File: src/rtl/tff_edge_counter.sv
// tff_edge_counter: modulo-MOD up/down counter of rising edges seen on a toggle-stage output.
// Define TFF_EDGE_COUNTER_LOAD_EN to enable the clamped parallel load; otherwise load/din are ignored.
module tff_edge_counter #(
    parameter int WIDTH = 4,
    parameter int MOD   = 10
) (
    input  logic             clk,
    input  logic             rst,
    input  logic             t_in,
    input  logic             en,
    input  logic             up,
    input  logic             load,
    input  logic [WIDTH-1:0] din,
    output logic [WIDTH-1:0] count,
    output logic [WIDTH-1:0] count_b,
    output logic             edge_seen,
    output logic             wrap,
    output logic             tc
);

    localparam logic [WIDTH-1:0] LAST = WIDTH'(MOD - 1);
    localparam logic [WIDTH-1:0] ZERO = '0;
    localparam logic [WIDTH-1:0] ONE  = WIDTH'(1);

    generate
        if (MOD < 2 || MOD > (1 << WIDTH)) begin : g_bad_mod
            $error("tff_edge_counter: MOD must satisfy 2 <= MOD <= 2**WIDTH");
        end
    endgenerate

    logic             t_prev;
    logic             edge_det;
    logic             load_hit;
    logic [WIDTH-1:0] load_val;
    logic [WIDTH-1:0] count_next;
    logic             edge_seen_next;
    logic             wrap_next;

    assign edge_det = t_in & ~t_prev;

`ifdef TFF_EDGE_COUNTER_LOAD_EN
    // Out-of-range load values saturate at the top of the count range.
    assign load_hit = load;
    assign load_val = (din > LAST) ? LAST : din;
`else
    logic unused_load;
    assign unused_load = ^{load, din};
    assign load_hit    = 1'b0;
    assign load_val    = ZERO;
`endif

    always_comb begin
        // NOTE: defaults first so every path assigns every output and no latch is inferred.
        count_next     = count;
        edge_seen_next = 1'b0;
        wrap_next      = 1'b0;
        if (load_hit) begin
            count_next = load_val;
        end else if (edge_det && en) begin
            edge_seen_next = 1'b1;
            if (up) begin
                if (count == LAST) begin
                    count_next = ZERO;
                    wrap_next  = 1'b1;
                end else begin
                    count_next = count + ONE;
                end
            end else begin
                if (count == ZERO) begin
                    count_next = LAST;
                    wrap_next  = 1'b1;
                end else begin
                    count_next = count - ONE;
                end
            end
        end
    end

    // NOTE: sequential state uses non-blocking assignments so all registers update from pre-edge values.
    always_ff @(posedge clk) begin
        // t_prev tracks t_in even in reset, so a level held high across release is not an edge.
        t_prev <= t_in;
        if (rst) begin
            count     <= ZERO;
            count_b   <= '1;
            edge_seen <= 1'b0;
            wrap      <= 1'b0;
        end else begin
            count     <= count_next;
            count_b   <= ~count_next;
            edge_seen <= edge_seen_next;
            wrap      <= wrap_next;
        end
    end

    assign tc = up ? (count == LAST) : (count == ZERO);

endmodule

File: config.mk
export PLATFORM = sky130hd
export DESIGN_NAME = tff_edge_counter
export DESIGN_NICKNAME = d
export VERILOG_FILES = /design/src/rtl/tff_edge_counter.sv
export SDC_FILE = /design/constraint.sdc
export NUM_CORES = 1
export LEC_CHECK = 0
export BUFFER_PORTS_ARGS = -buffer_cell sky130_fd_sc_hd__clkbuf_2
export CELL_PAD_IN_SITES_DETAIL_PLACEMENT = 2
export CELL_PAD_IN_SITES_GLOBAL_PLACEMENT = 2
export CORE_ASPECT_RATIO = 0.8
export CORE_MARGIN = 2
export CORE_UTILIZATION = 27
export CTS_BUF_LIST = sky130_fd_sc_hd__clkbuf_8
export DETAILED_ROUTE_END_ITERATION = 10
export GPL_TIMING_DRIVEN = 0
export PLACE_DENSITY = 0.81
export SETUP_SLACK_MARGIN = 0.4
export SLEW_MARGIN = 10
export SYNTH_ARGS = -nofsm -noshare
export SYNTH_HDL_FRONTEND = slang
export SYNTH_SLANG_ARGS = --single-unit
File: constraint.sdc
create_clock -name clk -period 2.4 [get_ports clk]
set_clock_uncertainty 0.15 [all_clocks]
set_input_delay 0.36 -clock clk [delete_from_list [all_inputs] [get_ports clk]]
set_output_delay 0.36 -clock clk [all_outputs]
set_load 0.03 [all_outputs]
[After elaboration in Yosys (flattened, before gate mapping)]
Index checks and enable logic that the tools add are counted.
Cells by class
  $add $sub $neg: 2
  bitwise gates (word level): 4
  divide/modulo/power cells: 0
  reduce and logical (&&, ||, !) cells: 3
  multipliers: 0
  order comparisons: 0
  multiplexer cells: 9
  equal/unequal tests: 1
  shift-type cells: 0
Operators with widths (count)
  $mux W4: 4
  $mux W1: 5
  $add A4 B1 Y4 const B: 1
  $eq A4 B4 Y1 const B: 1
  $logic_not A4 Y1: 1
  $not A4 Y4: 1
  $sub A4 B1 Y4 const B: 1
  $not A1 Y1: 2
  $reduce_or A2 Y1: 1
  $and A1 B1 Y1: 1
  $logic_and A1 B1 Y1: 1
Storage, ports and cells
  bits in writable memories: 0
  flip-flop bits (word level): 11
  latch bits: 0
  output and inout bits: 11
  logic and storage cells: 24
  memories kept: 0
  input bits: 10
  memory bits (read-only): 0

[Longest topological paths before layout]
Gate-level depths: netlist (run 1).
  depth in word-level cells: 5
  gate-level depth with buffers: 5
  depth with buffers taken out: 4

[Worst setup path after synthesis (run 1)]
Ideal clock, no wire load.
  kind: reg2out
  start: register count[0]
  end: output tc
  setup slack: 0.292 ns
  data arrival time: 1.598 ns
  path buffers: 1
  cell stages (with the launch flop): 5
  required time: 1.890 ns
  cell sequence: dfxtp_1 -> buf_4 -> and2_1 -> a21oi_1 -> nor3_1
On the way
  word-level cells in the longest chain between the ends: 2
  elaborated cells between the ends (all ways): 3
  those cells by class: eq/ne: 1; mux: 1; reduce/logical: 1
RTL lines
  from (decl): line 14  | output logic [WIDTH-1:0] count,
  from (signal assigned): line 89  | count <= count_next;
  $eq A4 B4 Y1 or $logic_not A4 Y1 (tied branches): line 96  | assign tc = up ? (count == LAST) : (count == ZERO);
  $mux W1 *: line 96
  to (decl): line 18  | output logic tc
Every way passes the cells marked *; elsewhere a longest branch is shown, timed or not.

[Worst setup path after layout (run 1)]
Ends and elaborated chain as after synthesis.

==> impl_metrics.ini, run 1 <==
[grt]
grt_first_pass_wirelength_um = 2290
overflow = 0
antenna_found_initial = 0
grt_max_degree = 11
first_global_vias = 456
grt_use_total_pct = 15.1

[sta]
hold_viol = 0
setup_ws_ns = 0.524
tns_ns = 0
rsz0062_at_grt = no
fmax_ghz = 0.533
relSlewSlack_pct = 71.7
maxSlewViolCount = 0
finalHoldWorstSlack_ns = 0.0851
setup_viol_count_final = 0
tightest_slew_ns = 0.423
min_period_over_period_pct = 78.2
min_period_ns = 1.88

[cts]
clock-root-buffer = clkbuf_8
post_cts_buffers = 0
clk_pin_slew_ns = 0.05
h-tree-depth = 1
tritoncts = done
cts.hold.buffers_added = 0
cts.sinks = 11
cts_inserted_buffers = 3
cts.path.max_buffers = 2
clock_latency_ns = 0.24
cts-resized-gates = 0

[critical_path]
worstRegToRegCells = 5
r2r_slack_ns = 0.54
cp-start-kind = flop
slowest_stage = dfxtp_1
critPathLaunch = count[0]
crit_family = buffers and inverters
path_class = flop to output port
r2r_end = count_b[2]
critPathMaxFanout = 8
worst_setup_path_end_kind = output port
cp.arrival_ns = 1.37
path_cells = buf_4, and2_1, a21oi_1, nor3_2, clkbuf_4
worstPathRequired_ns = 1.89
cp_slowest_stage_delay_ns = 0.32
path_buf_inv = 2
cp.depth = 5

[floorplan]
core-area_um2 = 1840
start_util_pct = 28.0
die_x_um = 52.8
die_area_um2 = 2270
fp.dieH_um = 43.0
rows = 14
io_pins = 21

[logic_synthesis]
yosysTopAreaCell = dfxtp_1
synthDistinctLibCells = 24
yosysSeqAreaShare_pct = 42.8
yosysWarningCount = 0
syn_nets = 66
synth-seq-cells = 11
syn_inst = 56
synth_area_leaders = dfxtp_1, a2111oi_4, o21ai_0
synth_area_um2 = 514
synth_top_area_share_pct = 42.8
avgSynthCellArea_um2 = 9.18

[detailed_routing]
vias = 458
via_per_inst = 4.67
firstDrtPassIters = 4
avgRoutedWirePerCell_um = 14.2
drt_iter0_markers = 1
drc_errors = 0
wirelength_um = 1390
drtAntennaViolNets = 0

[placement]
place.gp.congestion = 0.708
dpl.cell_count = 94
io_buffers = 14
dp_hpwl_um = 972
place_ws_ns = 0.528

[cells_and_area]
area.growth.synth_to_final_pct = 30.7
diodes = 0
layout-drive-gt1-share_pct = 35.1
fin_cells = 98
n_fill_cell = 215
final_nets = 85

[min_path]
worstHoldStart = t_in
hold_depth = 1
worstHoldEndpoint = t_prev
hold_path_class = input port to flop

[run_status]
status = finished clean

[pwr]
power_density_nw_per_um2 = 648
p_leak_nw = 0.288
ir_drop_v = 0.000250

[flow_run]
drv_cap = 0
-- synthesized netlist by cell type --
cell type,instances
dfxtp_1,11
nor2_1,6
o21ai_0,5
a21oi_1,4
inv_1,3
nand2_1,3
a31oi_1,2
and2_1,2
buf_4,2
nor3_1,2
o21a_1,2
xor2_1,2
a2111oi_4,1
a31o_1,1
buf_6,1
clkbuf_2,1
clkbuf_4,1
mux2i_1,1
nand3b_1,1
nor4_1,1
o21bai_1,1
o32a_1,1
or2_1,1
or4b_4,1
-- metal layers --
layer / GRT usage, % / share of wire, % / up-vias
met4: 10.8 / 3.3 / 0
met5: 0 / 0 / -
met2: 20.3 / 43 / 12
met1: 19.5 / 49 / 212
li1: - / - / 229
met3: 5.28 / 4.8 / 5
-- area by class of cell --
type | instances | area [um2] | share of cell area [%]
clock buffer | 3 | 41.3 | 6.15
tap | 24 | 30.0 | 4.47
sequential | 11 | 220 | 32.8
timing repair buffer | 14 | 72.6 | 10.8
buffer | 5 | 38.8 | 5.77
clock inverter | 1 | 3.75 | 0.559
multi-input combinational | 37 | 254 | 37.8
inverter | 3 | 11.3 | 1.68
-- worst max path at each step --
stage,to,slack [ns]
6_report,tc,0.52
5_1_grt,tc,0.40
4_1_cts,tc,0.51
3_5_place_dp,count_b[2],0.53
3_3_place_gp,count_b[2],0.56
2_1_floorplan,count_b[2],0.44
-- where the power goes --
group / switching, W / internal (W) / leakage, nW / total, W
clock network: 0.0000779 / 0.000113 / 0.0269 / 0.000191
registers: 0.00000173 / 0.000188 / 0.0897 / 0.000190
logic: 0.0000360 / 0.0000188 / 0.171 / 0.0000549
-- kinds of logic (layout without fill, tap and decap cells) --
| family | after synthesis | in the layout | share of synthesized area [%] |
|---|---|---|---|
| compound gates | 17 | 17 | 24.6 |
| xor+xnor | 2 | 2 | 3.41 |
| buf+inv | 8 | 26 | 9.73 |
| flops | 11 | 11 | 42.8 |
| mux | 1 | 1 | 1.95 |
| simple gates | 17 | 17 | 17.5 |
-- worst reg2reg max path, stage by stage (launching register included) --
cell and delay (ns):
dfxtp_1 0.32, clkbuf_2 0.20, or4b_4 0.50, a2111oi_4 0.35
a31oi_1 0.10, o21a_1 0.14
-- placed cells by master, fill, tap and decap left out, drive strengths merged --
master    n
a2111oi   1
a21oi     4
a31o      1
a31oi     2
and2      2
buf       3
clkbuf   19
dfxtp    11
inv       4
mux2i     1
nand2     3
nand3b    1
nor2      6
nor3      2
nor4      1
o21a      2
o21ai     5
o21bai    1
o32a      1
or2       1
or4b      1
xor2      2
-- metrics by stage --
step                utilization [%]  instance area, um2  total power (W)
finish                         36.5                 672         0.000436
global route                   36.5                 672         0.000459
CTS                            36.1                 664         0.000441
detailed placement             33.7                 619         0.000247
global placement               33.7                 619         0.000246
floorplan                         -                 519         0.000231
-- state kept, by name, indices dropped and copies added, names as in the netlist, named ones only --
register,flops
t_prev,1
count_b,4
wrap,1
count,3
edge_seen,1
(Power assumes the default switching activity.)
==> run 2, diff against run 1 <==
- ABC_AREA: not set -> 1
- CORE_UTILIZATION: 27 -> 24
- PLACE_DENSITY: 0.81 -> 0.79
- clock period: 2.4 -> 1.8 ns (I/O delays scaled with it)
==> run 2 against run 1 <==
  * Sequential power up 37%
  * Via count grew 19%
  * Area after synthesis fell by 4.1%
  * Final area rose by 14%
  * Final cell count is 23% higher
  * Non-clock buffer count increased by 8
  * Global-route usage is 1.4 points higher
  * Clock-buffer cell count stayed put
  * Flip-flop and latch count unchanged
  * Wire length rose by 20%
  * Synthesized cell count is 20% higher
  * Critical path type unchanged
  * Largest cell class unchanged
==> impl_metrics.ini, run 2 <==
[critical_path]
slowest_stage = dfxtp_4
cp-start-kind = flop
cp.arrival_ns = 1.14
cp_slowest_stage_delay_ns = 0.37
path_cells = inv_6, nor2_4, nand4_1, nand2_2, buf_8
worst_setup_path_end_kind = output port
worstPathRequired_ns = 1.38
path_class = flop to output port
crit_family = flip-flops
critPathMaxFanout = 5
path_buf_inv = 2

[sta]
tns_ns = 0
rsz0062_at_grt = yes
min_period_ns = 1.56
fmax_ghz = 0.643
min_period_over_period_pct = 86.4
setup_viol_count_final = 0
hold_viol = 0
setup_ws_ns = 0.244
relSlewSlack_pct = 82.7
maxSlewViolCount = 0
tightest_slew_ns = 0.259

[floorplan]
start_util_pct = 25.8
fp.dieH_um = 44.5
die_x_um = 54.7
rows = 14
die_area_um2 = 2430
core-area_um2 = 1910
io_pins = 21

[logic_synthesis]
synthXorXnorAreaFrac_pct = 1.78
syn_nets = 77
synthMuxAreaShare_pct = 0
syn_inst = 67
synth_enable_flop_cells = 0
synth-seq-cells = 11
synth_top_area_share_pct = 44.7
ys.flop_type = dfxtp_1
synth_top_family_by_area = simple AND/OR/NAND/NOR gates
synth_area_um2 = 493
synthDistinctLibCells = 17
synth.most_common_cell = nand2_1
avgSynthCellArea_um2 = 7.36
async_flop_share_pct = 0
synth-compound-area-share_pct = 5.84
synthAdderAreaFrac_pct = 0
ys_top_cells_by_count = nand2_1, dfxtp_1, inv_1, nand3_1
yosysTopAreaCell = dfxtp_1
synth_area_leaders = dfxtp_1, nand2_1, nand3_1
synthSimpleGateAreaFrac_pct = 37.8
yosysWarningCount = 0
yosysSeqAreaShare_pct = 44.7

[detailed_routing]
avgRoutedWirePerCell_um = 13.8
via_per_inst = 4.50
drt_iter0_markers = 6
drc_errors = 0
firstDrtPassIters = 3
vias = 545
drtAntennaViolNets = 0
wirelength_um = 1670

[placement]
dpl.cell_count = 106
dpl-instance-area_um2 = 606
place_ws_ns = 0.280
io_buffers = 15
dp_hpwl_um = 1020
place.gp.congestion = 0.775

[cells_and_area]
top_regs = count_b x4, count x3
fin_cells = 121
area.growth.synth_to_final_pct = 55.6
diodes = 0
largest_reg_flops = 4
final_common_cell = nand2_1
design_area_um2 = 767
final_nets = 108
layout-drive-gt1-share_pct = 46.4
regMostFlops = count_b
mostFrequentLayoutCells = nand2_1, clkbuf_2, buf_4

[min_path]
hold_path_class = input port to flop

[cts]
clk_pin_slew_ns = 0.05
cts_inserted_buffers = 3
tritoncts = done
cts.sinks = 11
h-tree-depth = 1
clock-root-buffer = clkbuf_8
clock_latency_ns = 0.24
cts.path.max_buffers = 2

[pwr]
ir_drop_v = 0.000449
p_leak_nw = 0.402
power_density_nw_per_um2 = 823

[run_status]
status = finished clean

[grt]
grt_first_pass_wirelength_um = 2700
first_global_vias = 569
overflow = 0
grt_max_degree = 9
antenna_found_initial = 0
grt_use_total_pct = 16.4

[flow_run]
drv_cap = 0
==> run 2: worst reg2reg max path, stage by stage, from the launching register on <==
cell and delay, ns:
dfxtp_4 0.35, inv_6 0.07, nor2_4 0.04, buf_4 0.12
buf_4 0.12, buf_4 0.12, buf_4 0.13, nand3_1 0.06
nand3_1 0.06, nand3_1 0.07, nand2_1 0.07, inv_1 0.06
==> run 2: metal layers <==
metal / share of wire (%) / track usage (%)
met4: 0.36 / 4.50
met5: 0 / 0
met2: 48 / 25.7
met3: 4.9 / 7.09
met1: 46 / 20.4
==> run 2: kinds of logic (layout without fill, tap and decap cells) <==
family	count (synthesis)	after routing
AND/OR/NAND/NOR	38	38
XOR/XNOR	1	1
buffers and inverters	12	42
flip-flops	11	11
AO/OA/AOI/OAI	5	5
==> run 2: power by group <==
| group | switching [W] | internal (W) | leakage, nW |
|---|---|---|---|
| registers | 0.00000721 | 0.000253 | 0.0924 |
| logic | 0.0000765 | 0.0000512 | 0.283 |
| clock network | 0.0000939 | 0.000150 | 0.0269 |
==> run 2: repair_timing <==
action,CTS,global route
endpoints found under the setup margin,1,6
hold buffers,1,0
buffers inserted,7,3
hold endpoints to repair,1,0
pin swaps,3,4
gates resized for setup,9,2
==> run 2: final cells by class <==
class	count	area (um2)
clock inverter	1	3.75
sequential	11	230
timing repair buffer	26	170
buffer	1	11.3
fill	232	1140
tap	24	30.0
multi-input combinational	44	234
inverter	11	46.3
clock buffer	3	41.3
==> run 2: final timing paths <==
kind	startpoint	endpoint	slack, ns	cells past startpoint
hold / removal	rst	count_b[3]	0.16	3
setup / recovery	flop	tc	0.24	5
setup reg to reg	flop	flop	0.32	11
hold reg to reg	t_prev	count_b[3]	0.43	3
==> run 2: through the flow <==
stage / util, % / hold WS, ns / total power [W]
global route: 40.2 / 0.172 / 0.000667
CTS: 38.8 / 0.145 / 0.000629
global placement: 31.7 / 0.238 / 0.000358
floorplan: - / 0.148 / 0.000332
detailed placement: 31.7 / 0.241 / 0.000362
finish: 40.2 / 0.159 / 0.000631
==> run 3, diff against run 2 <==
- BUFFER_PORTS_ARGS: -buffer_cell sky130_fd_sc_hd__clkbuf_2 -> -buffer_cell sky130_fd_sc_hd__buf_2
==> run 3 against run 2 <==
  * Worst setup slack lost 0.010 ns
  * First-iteration DRC count shrank 50%
  * Die area is the same
  * Non-clock buffer count shrank 3
  * Maximum frequency shrank 0.66%
  * Worst hold slack lost 0.032 ns
  * Final cell count shrank 2.5%
  * Final area shrank 3.1%
  * Flip-flop and latch count is the same
==> impl_metrics.ini, run 3 (synthesis gave the netlist of run 2 again) <==
[detailed_routing]
drtAntennaViolNets = 0
drt_iter0_markers = 3
via_per_inst = 4.50
firstDrtPassIters = 3
drc_errors = 0
vias = 531
avgRoutedWirePerCell_um = 14.5
wirelength_um = 1710

[grt]
antenna_found_initial = 0
grt_max_degree = 9
grt_use_total_pct = 16.2
overflow = 0
grt_first_pass_wirelength_um = 2660
first_global_vias = 561

[sta]
min_period_over_period_pct = 87.0
tightest_slew_ns = 0.190
min_period_ns = 1.57
rsz0062_at_grt = yes
tns_ns = 0
hold_viol = 0
fmax_ghz = 0.639
setup_viol_count_final = 0
relSlewSlack_pct = 87.3
maxSlewViolCount = 0
finalHoldWorstSlack_ns = 0.127

[cells_and_area]
largest_reg_flops = 4
mostFrequentLayoutCells = nand2_1, buf_2, inv_1
layout-drive-gt1-share_pct = 45.7
area.growth.synth_to_final_pct = 50.8
top_regs = count_b x4, count x3
diodes = 0
final_nets = 105
fin_cells = 118
design_area_um2 = 743
regMostFlops = count_b
final_common_cell = nand2_1

[placement]
io_buffers = 15
place.gp.congestion = 0.756
dpl.cell_count = 106
dpl-instance-area_um2 = 606
dp_hpwl_um = 1010

[flow_run]
drv_cap = 0

[critical_path]
path_cells = inv_6, nor2_4, nand4_1, nand2_2, buf_6
worst_setup_path_end_kind = output port
crit_path_end = tc
cp.depth = 5
slowest_stage = dfxtp_4
reg2reg_from = count[0]
cp_slowest_stage_delay_ns = 0.37
critPathMaxFanout = 5
cp.arrival_ns = 1.15
path_class = flop to output port
path_buf_inv = 2
crit_family = flip-flops
cp-start-kind = flop
worstPathRequired_ns = 1.38
worstRegToRegCells = 10
r2r_slack_ns = 0.38

[cts]
clock_latency_ns = 0.24
tritoncts = done
h-tree-depth = 1
clk_pin_slew_ns = 0.05
cts_inserted_buffers = 3
clock-root-buffer = clkbuf_8
cts.sinks = 11
cts.path.max_buffers = 2

[pwr]
p_leak_nw = 0.385
power_density_nw_per_um2 = 843
ir_drop_v = 0.000505

[floorplan]
die_area_um2 = 2430
io_pins = 21
fp.dieH_um = 44.5
die_x_um = 54.7
start_util_pct = 25.8
core-area_um2 = 1910
rows = 14

[run_status]
status = finished clean

[min_path]
hold_path_class = input port to flop
run 3: cell type report:
type                       instances  area (um2)
inverter                          11        46.3
tap                               24        30.0
buffer                             1        11.3
timing repair buffer              23         144
sequential                        11         230
clock inverter                     1        3.75
clock buffer                       3        41.3
fill                             248        1170
multi-input combinational         44         236
run 3: metrics by stage:
step / worst slack, ns / util (%) / power [W]
6_report: 0.234 / 38.9 / 0.000627
4_1_cts: 0.267 / 37.5 / 0.000632
3_3_place_gp: 0.310 / 31.7 / 0.000358
2_1_floorplan: 0.404 / - / 0.000332
3_5_place_dp: 0.296 / 31.7 / 0.000360
5_1_grt: 0.153 / 38.9 / 0.000665
run 3: power breakdown:
part | internal [W] | switching (W) | total (W)
clock | 0.000150 | 0.0000949 | 0.000245
sequential | 0.000253 | 0.00000785 | 0.000260
combinational | 0.0000466 | 0.0000748 | 0.000121
run 3: worst min-delay path by stage:
stage | startpoint | endpoint | slack, ns | depth (start not counted)
floorplan | t_in | t_prev | 0.15 | 0
global placement | t_in | t_prev | 0.24 | 1
detailed placement | t_in | t_prev | 0.24 | 1
CTS | rst | edge_seen | 0.13 | 2
global route | rst | edge_seen | 0.13 | 2
finish | rst | edge_seen | 0.13 | 2
run 3: worst register-to-register path, cell delays in order (launching register included):
cell and delay (ns):
dfxtp_2 0.33, buf_6 0.14, nor2_4 0.09, buf_4 0.13, nand2_1 0.07, nand2_1 0.07, nand2_1 0.06, nand2_1 0.08
nand3_1 0.08, nand2_1 0.08, inv_1 0.05
run 3: timing repair:
item	4_1_cts	5_1_grt
resized for setup	9	4
pin swaps	3	2
endpoints found under the hold margin	1	0
hold buffers	1	0
endpoints found under the setup margin	1	5
setup buffers	4	3
run 3: metal layers:
layer	up-vias	routed length (um)	GRT usage, %
met5	-	0	0
met4	0	10	4.50
met3	2	94	7.09
met2	15	842	27.1
met1	249	763	18.4
li1	265	-	-
